--- config.mk ---
export PLATFORM = sky130hd
export DESIGN_NAME = fetch_unit
export DESIGN_NICKNAME = d
export VERILOG_FILES = /design/src/rtl/fetch_unit.sv
export SDC_FILE = /design/constraint.sdc
export NUM_CORES = 1
export LEC_CHECK = 0
export CELL_PAD_IN_SITES_DETAIL_PLACEMENT = 1
export CELL_PAD_IN_SITES_GLOBAL_PLACEMENT = 1
export CORE_MARGIN = 1
export CORE_UTILIZATION = 32
export CTS_CLUSTER_DIAMETER = 80
export DETAILED_ROUTE_END_ITERATION = 8
export GPL_TIMING_DRIVEN = 0
export HOLD_SLACK_MARGIN = 0.1
export PLACE_DENSITY = 0.77
export SLEW_MARGIN = 20
export SYNTH_ARGS = -nofsm -noshare
export SYNTH_HDL_FRONTEND = slang
export SYNTH_SLANG_ARGS = --single-unit
--- constraint.sdc ---
create_clock -name Clock -period 2.6 [get_ports Clock]
set_clock_uncertainty 0.2 [all_clocks]
set_input_delay 0.78 -clock Clock [delete_from_list [all_inputs] [get_ports Clock]]
set_output_delay 0.78 -clock Clock [all_outputs]
set_load 0.02 [all_outputs]
--- src/rtl/fetch_unit.sv ---
// Instruction fetch stage: owns the PC and assembles a 16-bit instruction from two 8-bit reads,
// low byte first, then offers it downstream over a valid/ready handshake.
module fetch_unit #(
  parameter logic [15:0] RESET_PC = 16'h0000
) (
  input  logic        Clock,
  input  logic        Reset,
  input  logic        E,
  output logic        mem_req,
  output logic [15:0] mem_addr,
  input  logic [7:0]  mem_rdata,
  input  logic        mem_rvalid,
  input  logic        pc_load,
  input  logic [15:0] pc_load_value,
  output logic [15:0] PC,
  output logic [15:0] IR,
  output logic        ir_valid,
  input  logic        ir_ready
);

  typedef enum logic [1:0] {
    S_FLUSH = 2'd0,
    S_LO    = 2'd1,
    S_HI    = 2'd2,
    S_VALID = 2'd3
  } state_t;

  state_t      state_q, state_d;
  logic [15:0] pc_q, pc_d;
  logic [15:0] ir_q, ir_d;
  logic        valid_q, valid_d;
  logic        req_q, req_d;

  always_comb begin
    state_d = state_q;
    pc_d    = pc_q;
    ir_d    = ir_q;
    valid_d = valid_q;
    if (E) begin
      // Redirect wins over everything, including a same-cycle memory response.
      if (pc_load) begin
        pc_d    = pc_load_value;
        valid_d = 1'b0;
        state_d = S_FLUSH;
      end else begin
        case (state_q)
          S_FLUSH: state_d = S_LO;
          S_LO: begin
            if (mem_rvalid) begin
              ir_d[7:0] = mem_rdata;
              pc_d      = pc_q + 16'd1;
              state_d   = S_HI;
            end
          end
          S_HI: begin
            if (mem_rvalid) begin
              ir_d[15:8] = mem_rdata;
              pc_d       = pc_q + 16'd1;
              valid_d    = 1'b1;
              state_d    = S_VALID;
            end
          end
          S_VALID: begin
            if (ir_ready) begin
              valid_d = 1'b0;
              state_d = S_LO;
            end
          end
          default: state_d = S_FLUSH;
        endcase
      end
    end
    // Request is derived from the next state so it stays a registered output.
    req_d = (state_d == S_LO) || (state_d == S_HI);
  end

  always_ff @(posedge Clock or posedge Reset) begin
    if (Reset) begin
      state_q <= S_FLUSH;
      pc_q    <= RESET_PC;
      ir_q    <= '0;
      valid_q <= 1'b0;
      req_q   <= 1'b0;
    end else begin
      state_q <= state_d;
      pc_q    <= pc_d;
      ir_q    <= ir_d;
      valid_q <= valid_d;
      req_q   <= req_d;
    end
  end

  assign mem_req  = req_q;
  assign mem_addr = pc_q;
  assign PC       = pc_q;
  assign IR       = ir_q;
  assign ir_valid = valid_q;

endmodule

Word-level counts from Yosys, hierarchy flattened
Index checks and enable logic that the tools add are counted.
Word-level totals
  word-level logic and storage cells: 38
  memories kept: 0
  input bits: 30
  output and inout bits: 50
  register bits: 36
  bits in writable memories: 0
  bits in latches: 0
  ROM bits: 0
Operators by class
  eq/ne operators: 7
  magnitude comparators: 0
  multiplexer cells: 13
  bitwise logic cells: 1
  divide/modulo/power cells: 0
  multiply operators: 0
  reductions and logical operators: 10
  add/subtract/negate cells: 1
  shifts and indexed selects: 0
Operators with widths (count)
  16-bit 2-to-1 mux: 3
  16-bit by 1-bit adder with 16-bit output (second input constant): 1
  4-bit AND reduction: 3
  2-bit 2-to-1 mux: 5
  2-bit case mux with 4 select lines: 1
  2-bit == test (second input constant): 3
  3-bit != test (second input constant): 2
  2-bit by 1-bit == test with 1-bit output (second input constant): 2
  2-bit nonzero test: 2
  1-bit 2-to-1 mux: 3
  3-bit AND reduction: 1
  3-bit nonzero test: 1
  2-bit zero test: 1
  1-bit case mux with 2 select lines: 1
  2-bit OR reduction: 1
  1-bit logical OR: 1
  1-bit inverter: 1

Longest topological paths before layout
Gate-level depths: netlist (run 1).
  depth in word-level cells: 6
  mapped depth: 7
  depth with buffers taken out: 6

Worst setup path after synthesis (run 1)
Ideal clock, no wire load.
  kind: input to register
  start: in pc_load
  end: reg ir_q[0], in the netlist IR[0]
  stages: 4
  buffers on the path: 0
  required time: 2275 ps
  library setup time: 125 ps
  data arrival time: 1695 ps
  path slack: 580 ps
  cell sequence: clkinv_1 -> and3_1 -> nand2_1 -> mux2_2
On the way
  longest elaborated chain between the ends: 2
Ends and longest elaborated chain
  start, declared: line 13  | input logic pc_load,
  1-bit inverter (no source line)
  4-bit AND reduction (no source line)
  end signal, assigned: line 87  | ir_q <= ir_d;
  end, declared: line 30  | logic [15:0] ir_q, ir_d;
No other way between the ends.
A chain may end at the register's enable or synchronous reset.

Final worst setup path (run 1)
  start: reg pc_q[7], in the netlist PC[7]
  end: out mem_addr[7]
RTL lines
  start, declared: line 29  | logic [15:0] pc_q, pc_d;
  start signal, assigned: line 86  | pc_q <= pc_d;
  end, declared: line 10  | output logic [15:0] mem_addr,
No word-level cell between the ends.

==> run metrics, run 1 <==
FMAX 0.3968 GHz; # placed instances 358; post-synthesis cell type count 47; die span in x 81.61 um; Pwr per Cell Area 840.4 nW/um2; synth warn 0; hold depth 1; Switch Pwr 932.8 uW; fin. max-slew vios 0; hold path endpoint IR[15]$_DFFE_PP0P_; data arrival time of the critical path 1.54 ns; grt total ovfl 0; CP max stage delay 0.61 ns; DR vias/cell 5.230; most crowded layer after global routing met2; Mapped Cells 203; synthesized cell area 2028 um2; routability cong. 0.7671; Reg2Reg Depth 7; Final Hold Viols 0; Slew headroom 70.75%; clock slew at reported path FFs 0.07 ns; initial antenna violation count 0; post-CTS setup buffers 0; synth top area cells dfrtp_1, mux2_2, buf_4, a21oi_1, o21ai_0; Clock Latency Late Sink 0.29 ns; Hold Startpoint IR[15]$_DFFE_PP0P_; Pre-antenna DRT Iters 4; Top FF cell, synth dfrtp_1; IO Port Bufs 79; Synth Net Count 238; hold_ws 0.3062 ns; Avg WL per Cell 16.30 um; CTS Root Cell clkbuf_8; sequential share of power 34.6%; CP Class register to output pin; final non-filler cell total 366; Sink Count 36; CP startpoint kind register; initial DRC count 48; final setup violating endpoints 0; worst r2r src state_q[1]$_DFF_PP0_; DRT antenna net count 0; diode count 0; global-route usage over all layers 19.20%; Layout area overhead 50.83%; met2 GRT Util 32.58%; RSZ-0062 raised after global routing false; register bit count reported by yosys 36; syn avg cell area 9.991 um2; nets@finish 325; worst-path cell chain buf_4 -> clkdlybuf4s50_1; number of cell rows 28; Via Count 1914; met1 Use GR 21.93%; clock buffer count from CTS 5; Worst setup EP type output pin; sequential fraction of the synthesis area 44.42%; Critical Path RT 1.62 ns; layout cells sized above 1 18.56%; DRC Markers 0; EDFF count, synth 0; Sw Ratio 36.28%; reg2reg end PC[0]$_DFFE_PP0P_; Largest delay share family, worst path buffers and inverters; met3 Track Usage GR 8.333%; clock power share 19.0%; Total Power 2.571 mW; final setup TNS 0 ns; Post-CTS Hold Buffers 0; max-cap violation count 0; Starting Density 33.66%; status finished clean; combinational share of power 46.4%; Die Footprint 6660 um2; worst path bufs/invs 2; Synth area leader dfrtp_1; top post-synthesis cells by count dfrtp_1, a21oi_1, buf_4, mux2_2, o21ai_0; Total Wirelength 5966 um; slack of the worst reg-to-reg path 0.42 ns; I/O pins 80; CTS tree built; cell with the most instances after synthesis dfrtp_1; Tightest Pin Transition 0.4354 ns; core area 6026 um2; Crit Path Max Fanout 6; Tcrit/Tclk final 96.93%; H-tree depth 2; placed wire-length estimate 4511 um; internal power 1.638 mW; first-pass GRT wire length 9570 um; min-delay worst type register to register; peak supply drop 0.5197 mV; clock buffer depth 2; FFs w/ async S/R, synth 100.0%; Die Y 81.61 um; critical path's slowest cell clkdlybuf4s50_1; vias in the first global route 1980; largest net degree at the start of global routing 22; Lkg Pwr 1.299 nW; Yosys top cell area share 44.42%; minimum clock period 2.520 ns
[cells by family after synthesis]
group / after synthesis / synth area share (%)
AND/OR/NAND/NOR: 59 / 16.53
AO/OA/AOI/OAI: 54 / 16.59
flip-flops: 36 / 44.42
buffers and inverters: 30 / 9.068
multiplexers: 18 / 9.870
adder cells (fa/ha/maj): 5 / 3.085
XOR/XNOR: 1 / 0.4319
[timing repair]
item | in CTS | in global routing
pin swaps | 0 | 0
endpoints found under the setup margin | 1 | 28
gates resized for setup | 1 | 8
[metal layers]
| metal | up-vias | wire (um) |
|---|---|---|
| li1 | 910 | - |
| met1 | 936 | 2437 |
| met2 | 60 | 2988 |
| met5 | - | 0 |
| met4 | 0 | 69 |
| met3 | 8 | 471 |
[metrics by stage]
stage | worst slack, ns | instance area [um2] | utilization [%]
after floorplan | 0.5804 | 2028 | -
after global placement | -0.2789 | 2913 | 48.34
after detailed placement | -0.2892 | 2940 | 48.80
after CTS | 0.004821 | 3049 | 50.60
after global routing | 0.01212 | 3059 | 50.77
final | 0.07991 | 3059 | 50.77
[sequential cells by signal, indices dropped and copies added (netlist names)]
signal	count
mem_req	1
IR	16
state_q	2
PC	16
ir_valid	1
[layout by cell type, fill, tap and decap left out, types with 3 or more instances in the layout]
master,Yosys,layout
clkdlybuf4s50_1,0,79
dfrtp_1,36,34
a21oi_1,17,17
mux2_2,16,16
buf_4,16,16
o21ai_0,13,13
nand2_1,11,9
nor2_1,9,9
clkbuf_8,1,6
and3_1,5,5
nor3_1,5,5
nand3_1,5,5
inv_1,6,5
ha_1,5,5
nand4_1,4,4
nand2b_1,4,4
o31ai_1,4,4
clkbuf_2,0,3
clkbuf_1,5,3
nor4_1,3,3
o22ai_1,3,3
[final cells by class]
type / instances / area (um2)
Clock buffer: 6 / 72.57
Multi-Input combinational cell: 137 / 948.4
Sequential cell: 36 / 903.4
Buffer: 23 / 161.4
Tap cell: 75 / 93.84
Fill cell: 686 / 2967
Clock inverter: 2 / 35.03
Timing Repair Buffer: 80 / 818.3
Inverter: 7 / 26.28
[power groups by stage]
stage	Sequential, mW	Clock, mW	Combinational, mW
after floorplan	1.07	0	0.431
after global placement	0.887	0	1.17
after detailed placement	0.901	0	1.19
after CTS	0.891	0.502	1.20
after global routing	0.916	0.528	1.28
final	0.890	0.489	1.19
[worst max path at each step]
stage	cells after the start	end	startpoint	slack [ns]
5_1_grt	2	mem_addr[0]	PC[0]$_DFFE_PP0P_	0.01
2_1_floorplan	4	IR[0]$_DFFE_PP0P_	pc_load	0.58
3_3_place_gp	5	IR[1]$_DFFE_PP0P_	pc_load	-0.28
3_5_place_dp	5	IR[8]$_DFFE_PP0P_	pc_load	-0.29
6_report	2	mem_addr[7]	PC[7]$_DFFE_PP0P_	0.08
4_1_cts	5	IR[8]$_DFFE_PP0P_	pc_load	0.005
Power figures use the tool's default switching activity.
==> run 2, diff against run 1 <==
ABC_AREA = 1   (was not set)
CORE_UTILIZATION = 31   (was 32)
==> run 2 against run 1 <==
Compared with the run above:
- sequential share of layout area is 1.8 points lower
- synthesized area is 8.2% higher
- critical path type unchanged
- fmax is 0.86% higher
- combinational power is 16% lower
- count of clock-buffer cells in the layout is 1 lower
- clock power is 4.3% higher
- global-route usage is 1.3 points lower
- sequential power is 9.8% lower
==> run metrics, run 2 <==
grt total ovfl 0; Die Y 86.14 um; worst path bufs/invs 2; top post-synthesis cells by count nand2_1, dfrtp_1, inv_1; Tightest Pin Transition 0.4524 ns; CP startpoint kind register; Total Wirelength 6404 um; Reg2Reg Depth 8; H-tree depth 2; CP Class register to output pin; Final Hold Viols 0; Sink Count 36; slack of the worst reg-to-reg path 0.71 ns; peak supply drop 0.3740 mV; FFs w/ async S/R, synth 100.0%; CP max stage delay 0.58 ns; diode count 0; data arrival time of the critical path 1.52 ns; Slew headroom 69.80%; placed wire-length estimate 4822 um; cell with the most instances after synthesis nand2_1; reg2reg end PC[14]$_DFFE_PP0P_; largest net degree at the start of global routing 21; Critical Path RT 1.62 ns; core area 6832 um2; initial DRC count 78; # placed instances 471; Mapped Cells 295; status finished clean; synth warn 0; hold depth 2; number of cell rows 30; initial antenna violation count 0; RSZ-0062 raised after global routing false; Layout area overhead 47.83%; fin area 3244 um2; sequential fraction of the synthesis area 41.05%; Levels on crit path 2; max-cap violation count 0; clock buffer depth 2; routability cong. 0.7710; I/O pins 80; most common cell after layout, fill and taps aside nand2_1; fin. max-slew vios 0; CTS tree built; final non-filler cell total 479; final setup violating endpoints 0; post-CTS setup buffers 0; IO Port Bufs 79; DRT antenna net count 0; DP Area 3133 um2; Starting Density 32.12%; FMAX 0.4002 GHz; Synth area leader dfrtp_1; vias in the first global route 2170; min-delay worst type register to register; post-CTS resize count 0; minimum clock period 2.499 ns; Die Footprint 7420 um2; Pwr per Cell Area 714.3 nW/um2; synth top area cells dfrtp_1, nand2_1, inv_1, buf_4, o21ai_0; Pre-antenna DRT Iters 4; EDFF count, synth 0; Post-CTS Hold Buffers 0; Top FF cell, synth dfrtp_1; synthesized cell area 2195 um2; worst-path cell chain buf_4 -> clkdlybuf4s50_1; hold_ws 0.2882 ns; syn avg cell area 7.439 um2; Synth Net Count 330; Clock Latency Late Sink 0.29 ns; critical path's slowest cell clkdlybuf4s50_1; Hold Startpoint IR[4]$_DFFE_PP0P_; post-synthesis cell type count 28; die span in x 86.14 um; Yosys top cell area share 41.05%; CTS Root Cell clkbuf_8; clock buffer count from CTS 5; Tcrit/Tclk final 96.10%; nets@finish 417; most frequent cells in the layout nand2_1, clkdlybuf4s50_1, dfrtp_1; register bit count reported by yosys 36; Lkg Pwr 1.529 nW; DR vias/cell 4.574; global-route usage over all layers 17.91%; Crit Path Max Fanout 8; first-pass GRT wire length 10180 um; DRC Markers 0; final setup TNS 0 ns; Total Power 2.317 mW; clock slew at reported path FFs 0.08 ns; worst r2r src state_q[1]$_DFF_PP0_; Largest delay share family, worst path buffers and inverters; layout cells sized above 1 13.05%; hold path endpoint IR[4]$_DFFE_PP0P_; Avg WL per Cell 13.37 um; Worst setup EP type output pin; Via Count 2191
run 2: power breakdown:
| part | total, mW | leakage, nW | switching, mW | internal, mW |
|---|---|---|---|---|
| registers | 0.803 | 0.451 | 0.129 | 0.674 |
| clock network | 0.510 | 0.0541 | 0.225 | 0.284 |
| logic | 1.00 | 1.02 | 0.507 | 0.498 |
run 2: cell type report:
type | count | area (um2)
fill | 849 | 3587
inverter | 38 | 142.6
buffer | 24 | 187.7
clock inverter | 3 | 42.54
clock buffer | 5 | 68.82
sequential | 36 | 900.9
timing repair buffer | 80 | 818.3
tap | 96 | 120.1
multi-input combinational | 197 | 963.4
run 2: cell families (layout without fill, tap and decap cells):
group | count (synthesis) | in the layout | share of synthesized area [%]
XOR/XNOR | 2 | 2 | 0.7983
adder cells (fa/ha/maj) | 5 | 5 | 2.851
AND/OR/NAND/NOR | 138 | 138 | 27.37
flip-flops | 36 | 36 | 41.05
AO/OA/AOI/OAI | 52 | 52 | 12.89
buffers and inverters | 62 | 150 | 15.05
run 2: how the worst max path moves through the flow:
stage | startpoint | endpoint
floorplan | Reset | IR[0]$_DFFE_PP0P_
global placement | Reset | PC[4]$_DFFE_PP0P_
detailed placement | pc_load | PC[3]$_DFFE_PP0P_
CTS | PC[2]$_DFFE_PP0P_ | mem_addr[2]
global route | PC[8]$_DFFE_PP0P_ | mem_addr[8]
finish | PC[2]$_DFFE_PP0P_ | mem_addr[2]
run 2: tightest hold or removal path, delay by kind of cell, from the launching register on:
| family | cells | cell delay [ns] |
|---|---|---|
| flip-flops | 1 | 0.35 |
| AO/OA/AOI/OAI | 1 | 0.06 |
| AND/OR/NAND/NOR | 1 | 0.05 |
run 2: layer usage:
metal	up-vias	wire (um)	global-route usage (%)
met5	-	0	0
met4	0	74	5.000
met3	6	308	4.235
met2	56	3203	32.03
met1	1042	2818	21.32
li1	1087	-	-
run 2: metrics by stage:
step	worst slack, ns	utilization, %
detailed placement	0.1184	45.86
global route	0.03212	47.49
global placement	-0.1231	45.46
CTS	0.08988	47.49
finish	0.1013	47.49
floorplan	0.8158	-
==> run 3, diff against run 2 <==
RECOVER_POWER = 25   (was not set)
==> run 3 against run 2 <==
Compared with the run above:
- utilization is 0.33 points lower
- combinational power is essentially flat
- count of clock-buffer cells in the layout unchanged
- sequential share of layout area up 0.19 points
- power decreased by 0.27%
- final area down 0.69%
- critical path depth did not move
- worst setup slack gained 0.00093 ns
==> run metrics, run 3 (synthesized netlist as in run 2, its figures left out) <==
minimum clock period 2.498 ns; routability cong. 0.7710; Place WS 0.1184 ns; Crit Path Max Fanout 8; clock slew at reported path FFs 0.08 ns; Sink Count 36; Critical Path RT 1.62 ns; worst path bufs/invs 2; setup ws final 0.1022 ns; diode count 0; status finished clean; CP startpoint kind register; critical path's slowest cell clkdlybuf4s50_1; RSZ-0062 raised after global routing false; DP Area 3133 um2; Largest delay share family, worst path buffers and inverters; most common cell after layout, fill and taps aside nand2_1; CP max stage delay 0.58 ns; layout cells sized above 1 12.79%; Total Power 2.311 mW; CTS Root Cell clkbuf_8; post-CTS setup buffers 0; Die Y 86.14 um; Final Hold Viols 0; Levels on crit path 2; min-delay worst type register to register; largest net degree at the start of global routing 21; initial antenna violation count 0; final setup TNS 0 ns; fin area 3222 um2; Top Layer Used met4; data arrival time of the critical path 1.52 ns; fillers 851; H-tree depth 2; vias in the first global route 2170; max-cap violation count 0; Slew headroom 52.03%; DRT antenna net count 0; I/O pins 80; post-layout util 47.16%; Lkg Pwr 1.522 nW; Die Footprint 7420 um2; Starting Density 32.12%; first-pass GRT wire length 10180 um; DRC Markers 0; Via Count 2196; Tcrit/Tclk final 96.07%; clock buffer count from CTS 5; placed wire-length estimate 4822 um; Tightest Pin Transition 0.7188 ns; global-route usage over all layers 17.91%; Pre-antenna DRT Iters 4; Worst setup EP type output pin; met2 WL post-DR 3234 um; IO Port Bufs 79; CP Class register to output pin; CTS tree built; Reg2Reg Depth 8; post-CTS resize count 0; number of cell rows 30; DR vias/cell 4.585; most frequent cells in the layout nand2_1, clkdlybuf4s50_1, dfrtp_1, inv_1, nor2_1; final setup violating endpoints 0; fin. max-slew vios 0; Total Wirelength 6400 um; worst-path cell chain buf_4 -> clkdlybuf4s50_1; initial DRC count 81; nets@finish 417; Pwr per Cell Area 717.3 nW/um2; FMAX 0.4004 GHz; peak supply drop 0.3730 mV; Met3 Wirelength 338 um; Clock Latency Late Sink 0.29 ns; Post-CTS Hold Buffers 0; hold depth 2; core area 6832 um2; clock buffer depth 2; grt total ovfl 0; Avg WL per Cell 13.36 um; Layout area overhead 46.81%; die span in x 86.14 um; routed length on met1 2790 um
==> run 3: layout make-up <==
class | count | area (um2) | area share [%]
sequential | 36 | 900.9 | 27.96
tap | 96 | 120.1 | 3.728
multi-input combinational | 197 | 963.4 | 29.90
buffer | 24 | 187.7 | 5.825
timing repair buffer | 80 | 795.8 | 24.70
clock buffer | 5 | 68.82 | 2.136
inverter | 38 | 142.6 | 4.427
clock inverter | 3 | 42.54 | 1.320
==> run 3: worst min-delay path, cell delays in order (launching register included) <==
cell and delay (ns):
dfrtp_1 0.35, nand2_1 0.05, o21ai_0 0.06
==> run 3: path summary, 6_finish.rpt <==
check | startpoint | endpoint | slack [ns]
max in group asynchronous | Reset | PC[0]$_DFFE_PP0P_ | 0.40
worst min-delay path | IR[4]$_DFFE_PP0P_ | IR[4]$_DFFE_PP0P_ | 0.29
worst max-delay path | PC[2]$_DFFE_PP0P_ | mem_addr[2] | 0.10
min in group asynchronous | Reset | IR[12]$_DFFE_PP0P_ | 0.85
worst min register to register | IR[4]$_DFFE_PP0P_ | IR[4]$_DFFE_PP0P_ | 0.29
worst max register to register | state_q[1]$_DFF_PP0_ | PC[14]$_DFFE_PP0P_ | 0.72
==> run 3: routing by layer <==
| layer | track usage [%] | vias up |
|---|---|---|
| met2 | 32.03 | 65 |
| met4 | 5.000 | 0 |
| li1 | - | 1088 |
| met5 | 0 | - |
| met1 | 21.32 | 1041 |
| met3 | 4.235 | 2 |
==> run 3: power breakdown <==
group | switching (mW) | total, mW | internal [mW]
combinational | 0.505 | 0.999 | 0.494
sequential | 0.129 | 0.803 | 0.674
clock | 0.224 | 0.508 | 0.284
total | 0.859 | 2.31 | 1.45
==> run 3: per-stage QoR <==
step / hold slack, ns / std cells
6_report: 0.2879 / 479
5_1_grt: 0.3348 / 479
4_1_cts: 0.2941 / 479
3_5_place_dp: 0.2746 / 471
3_3_place_gp: 0.2681 / 470
2_1_floorplan: 0.3403 / 295
